<file path="src/rtl/bist_pkg.sv">
// bist_pkg: shared state encoding and default sizing for the BIST sequencer.
package bist_pkg;
  typedef enum logic [2:0] {IDLE, CLEAR, RUN, COMPARE, DONE} state_e;
  localparam int SIG_WIDTH_DEF = 4;
  localparam int PATTERN_COUNT_DEF = 8;
endpackage

</file>
<file path="src/rtl/bist_pattern_counter.sv">
// bist_pattern_counter: counts applied patterns and flags the last one.
module bist_pattern_counter #(
  parameter int COUNT = 8
) (
  input  logic clock,
  input  logic reset,
  input  logic clear_i,
  input  logic enable_i,
  output logic last_o
);
  localparam int CW = $clog2(COUNT + 1);
  logic [CW-1:0] count_q, count_d;
  always_comb count_d = clear_i ? '0 : enable_i ? count_q + CW'(1) : count_q;
  always_ff @(posedge clock or negedge reset)
    if (!reset) count_q <= '0;
    else count_q <= count_d;
  assign last_o = count_q == CW'(COUNT - 1);
endmodule

</file>
<file path="src/rtl/bist_controller.sv">
// bist_controller: sequences TPG and MISR through one BIST run and grades the signature.
module bist_controller
  import bist_pkg::*;
#(
  parameter int PATTERN_COUNT = PATTERN_COUNT_DEF,
  parameter int SIG_WIDTH = SIG_WIDTH_DEF,
  parameter logic [SIG_WIDTH-1:0] GOLDEN_SIG = '0
) (
  input  logic                 clock,
  input  logic                 reset,
  input  logic                 start,
  input  logic                 abort,
  input  logic [SIG_WIDTH-1:0] signature,
  output logic                 ora_reset_n,
  output logic                 tpg_load,
  output logic                 tpg_enable,
  output logic                 test_mode,
  output logic                 busy,
  output logic                 done,
  output logic                 pass,
  output logic                 fail,
  output logic [SIG_WIDTH-1:0] sig_captured
);
  state_e state_q, state_d;
  logic last;
  logic pass_q, pass_d, fail_q, fail_d;
  logic [SIG_WIDTH-1:0] sig_q, sig_d;
  bist_pattern_counter #(.COUNT(PATTERN_COUNT)) u_cnt (
    .clock   (clock),
    .reset   (reset),
    .clear_i (abort || state_q == CLEAR),
    .enable_i(state_q == RUN),
    .last_o  (last)
  );
  always_comb begin
    state_d = state_q;
    pass_d = pass_q;
    fail_d = fail_q;
    sig_d = sig_q;
    if (abort) begin
      state_d = IDLE;
      pass_d = 1'b0;
      fail_d = 1'b0;
    end else begin
      case (state_q)
        IDLE:    state_d = start ? CLEAR : IDLE;
        CLEAR:   state_d = RUN;
        RUN:     state_d = last ? COMPARE : RUN;
        COMPARE: begin
          state_d = DONE;
          sig_d = signature;
          pass_d = signature == GOLDEN_SIG;
          fail_d = signature != GOLDEN_SIG;
        end
        DONE: if (start) begin
          state_d = CLEAR;
          pass_d = 1'b0;
          fail_d = 1'b0;
        end
        default: state_d = IDLE;
      endcase
    end
  end
  always_ff @(posedge clock or negedge reset)
    if (!reset) begin
      state_q <= IDLE;
      pass_q <= 1'b0;
      fail_q <= 1'b0;
      sig_q <= '0;
    end else begin
      state_q <= state_d;
      pass_q <= pass_d;
      fail_q <= fail_d;
      sig_q <= sig_d;
    end
  assign ora_reset_n = state_q != CLEAR;
  assign tpg_load = state_q == CLEAR;
  assign tpg_enable = state_q == RUN;
  assign test_mode = state_q inside {CLEAR, RUN, COMPARE};
  assign busy = state_q inside {CLEAR, RUN, COMPARE};
  assign done = state_q == DONE;
  assign pass = pass_q;
  assign fail = fail_q;
  assign sig_captured = sig_q;
endmodule

</file>
<file path="config.mk">
export PLATFORM = sky130hd
export DESIGN_NAME = bist_controller
export DESIGN_NICKNAME = d
export VERILOG_FILES = /design/src/rtl/bist_pkg.sv /design/src/rtl/bist_pattern_counter.sv /design/src/rtl/bist_controller.sv
export SDC_FILE = /design/constraint.sdc
export NUM_CORES = 1
export LEC_CHECK = 0
export ABC_AREA = 1
export CAP_MARGIN = 20
export CELL_PAD_IN_SITES_DETAIL_PLACEMENT = 1
export CELL_PAD_IN_SITES_GLOBAL_PLACEMENT = 1
export CORE_UTILIZATION = 25
export CTS_BUF_LIST = sky130_fd_sc_hd__clkbuf_8
export DETAILED_ROUTE_END_ITERATION = 7
export GPL_ROUTABILITY_DRIVEN = 0
export PLACE_DENSITY = 0.72
export SETUP_SLACK_MARGIN = 0.05
export SLEW_MARGIN = 5
export SYNTH_ARGS = -nofsm -noshare
export SYNTH_HDL_FRONTEND = slang
export SYNTH_SLANG_ARGS = --single-unit
</file>
<file path="constraint.sdc">
create_clock -name clock -period 1.1 [get_ports clock]
set_input_delay 0.11 -clock clock [delete_from_list [all_inputs] [get_ports clock]]
set_output_delay 0.11 -clock clock [all_outputs]
set_load 0.02 [all_outputs]
</file>
==> results.py <==
metrics = {
    "outcome": {
        "status": "finished with violations",
        "violations": "negative setup slack",
    },
    "clock_tree": {
        "ctsHoldBuffers": 0,
        "root_buffer": "clkbuf_8",
        "cts_max_level": 1,
        "clock_latency_ns": 0.24,
        "cts.path.max_buffers": 2,
        "numClockSinks": 13,
        "numCtsBuffers": 3,
        "cts_tree": "built",
        "clk_pin_slew_ns": 0.06,
    },
    "power_and_ir_drop": {
        "p_leak_nw": 0.634,
        "ir_worst_vdd_uv": 761,
        "switching_share_pct": 31.6,
        "seqPwrFrac_pct": 39.4,
        "power_mw": 1.45,
        "p_sw_mw": 0.460,
        "p_clk_share_pct": 28.7,
        "p_comb_share_pct": 31.9,
        "power_density_nw_per_um2": 1160,
        "internal_power_mw": 0.994,
    },
    "detailed_routing": {
        "routed_wirelength_mm": 2.07,
        "dr_total_vias": 727,
        "wl_per_cell_um": 12.6,
        "drt_iter0_drc": 9,
        "vias_per_cell": 4.43,
        "drc": 0,
        "antenna_left": 0,
        "drt-pass1-iter-count": 4,
    },
    "timing": {
        "hold_violations": 0,
        "fin_tns_setup_ns": -0.797,
        "rsz0062_at_grt": "yes",
        "fin_skew_ns": 0.00315,
        "setup_violations": 18,
        "worst_hold_slack_ns": 0.177,
        "max_slew_margin_pct": 78.4,
        "setup_slack_ns": -0.104,
        "drv_slew": 0,
        "fmax_mhz": 831,
        "period_needed_ns": 1.20,
        "worst_slew_pin_slew_ns": 0.323,
        "period_share_pct": 109,
    },
    "floorplanning": {
        "num_rows": 18,
        "fp.dieW_um": 54.1,
        "io_pins": 20,
        "core_sq_um": 2520,
        "start_util_pct": 26.9,
        "dieArea_sq_um": 2930,
        "die_height_um": 54.1,
    },
    "yosys": {
        "yosys_warnings": 0,
        "syn_nets": 99,
        "syn_area_sq_um": 679,
        "synth_area_leaders": "dfrtp_1 (48%), nand2_1 (13%), inv_1 (6.6%), nor2_1 (6.6%), nand3_2 (4.4%)",
        "synth_cell_types": 16,
        "synth_top_area_share_pct": 47.9,
        "postSynthAreaPerCell_sq_um": 7.55,
        "yosysTopAreaCell": "dfrtp_1",
        "synth_cells": 90,
        "ys_seq_elements": 13,
        "ys_seq_area_share_pct": 47.9,
    },
    "final_layout": {
        "nNetsFinal": 144,
        "fin_util_pct": 49.9,
        "post-route-cell-area_sq_um": 1260,
        "fin_cells": 164,
        "area_growth_pct": 85.1,
        "antenna_cells": 0,
        "layout_commonest_cell": "nand2_1",
        "final_cell_mix": "nand2_1 (19), buf_6 (13), buf_4 (13)",
        "drive_gt1_share_pct": 47.0,
    },
    "critical_path": {
        "cp_max_fo": 3,
        "end_kind": "register",
        "endpoint": "state_q[0]$_DFFE_PN0P_",
        "reg2regPathDepth": 7,
        "setup.worst_path.start": "state_q[0]$_DFFE_PN0P_",
        "cp-start-kind": "register",
        "crit_arrival_ns": 1.37,
        "path_class": "reg2reg",
        "rr_endpoint": "state_q[0]$_DFFE_PN0P_",
        "crit_required_ns": 1.27,
        "r2r_start": "state_q[0]$_DFFE_PN0P_",
        "rrSetupSlack_ns": -0.10,
    },
    "global_route": {
        "grt_max_degree": 14,
        "antenna_found_initial": 0,
        "grt_pass1_wl_mm": 3.16,
        "grt.overflow.total": 0,
        "grt_pass1_vias": 697,
        "grt.total_usage_pct": 15.9,
    },
    "place": {
        "dp.cells": 152,
        "portBuffers": 19,
        "dp.final_hpwl_mm": 1.38,
        "dpl_cell_area_sq_um": 1030,
        "place_ws_ns": -0.316,
    },
    "flow_run": {
        "maxCapViolations": 0,
    },
    "min_path": {
        "hold_class": "in2async",
    },
}
metal layers:
layer | up-vias | track usage [%] | share of wire (%)
li1 | 369 | - | -
met2 | 17 | 28.7 | 54
met1 | 339 | 18.1 | 41
met3 | 2 | 1.98 | 4.3
met5 | - | 0 | 0
met4 | 0 | 7.69 | 0.63
what timing repair did:
action | 4_1_cts | 5_1_grt
setup endpoints to repair | 25 | 24
hold endpoints to repair | 0 | 0
resized for setup | 69 | 21
cloned | 1 | 0
pin swaps | 3 | 9
setup buffers | 6 | 4
state kept, by name, summed over array words and instances, names as in the netlist:
register       count
sig_captured       4
u_cnt.count_q      4
state_q            3
fail               1
pass               1
synth_stat cells (all sizes together):
cell	n
a21oi	4
buf	1
clkinv	1
dfrtp	13
ha	1
inv	15
nand2	25
nand3	8
nand3b	1
nand4	2
nor2	14
o21ai	5
critical path, stage by stage (launching register included):
cell	delay, ns
dfrtp_2	0.44
nor2_4	0.13
buf_4	0.12
buf_6	0.10
inv_1	0.05
o21ai_1	0.13
nand2_1	0.06
nor2_1	0.10
power by group through the flow:
stage / clock (mW) / sequential [mW] / combinational (mW)
final: 0.417 / 0.572 / 0.464
after global placement: 0 / 0.569 / 0.408
after detailed placement: 0 / 0.569 / 0.414
after CTS: 0.435 / 0.564 / 0.446
after floorplan: 0 / 0.620 / 0.145
after global routing: 0.447 / 0.581 / 0.505
worst min path at each step:
stage	end	depth (start not counted)
global route	u_cnt.count_q[3]$_DFFE_PN0P_	2
CTS	u_cnt.count_q[3]$_DFFE_PN0P_	2
global placement	u_cnt.count_q[3]$_DFFE_PN0P_	2
detailed placement	u_cnt.count_q[3]$_DFFE_PN0P_	2
floorplan	fail$_DFFE_PN0P_	0
finish	u_cnt.count_q[3]$_DFFE_PN0P_	2
cell type report:
class                   instances  area [sq um]
clock buffers                   3          41.3
clock inverters                 1          3.75
fillers                       312          1260
inverters                      16          68.8
multi-input cells              61           413
flip-flops and latches         13           329
well taps                      30          37.5
repair buffers                 40           364
kinds of logic after synthesis:
| group | after synthesis | synth area share (%) |
|---|---|---|
| fa+ha+maj | 1 | 1.84 |
| compound gates | 9 | 6.63 |
| flops | 13 | 47.9 |
| buf+inv | 17 | 9.94 |
| simple gates | 50 | 33.7 |
(Power assumes the default switching activity.)
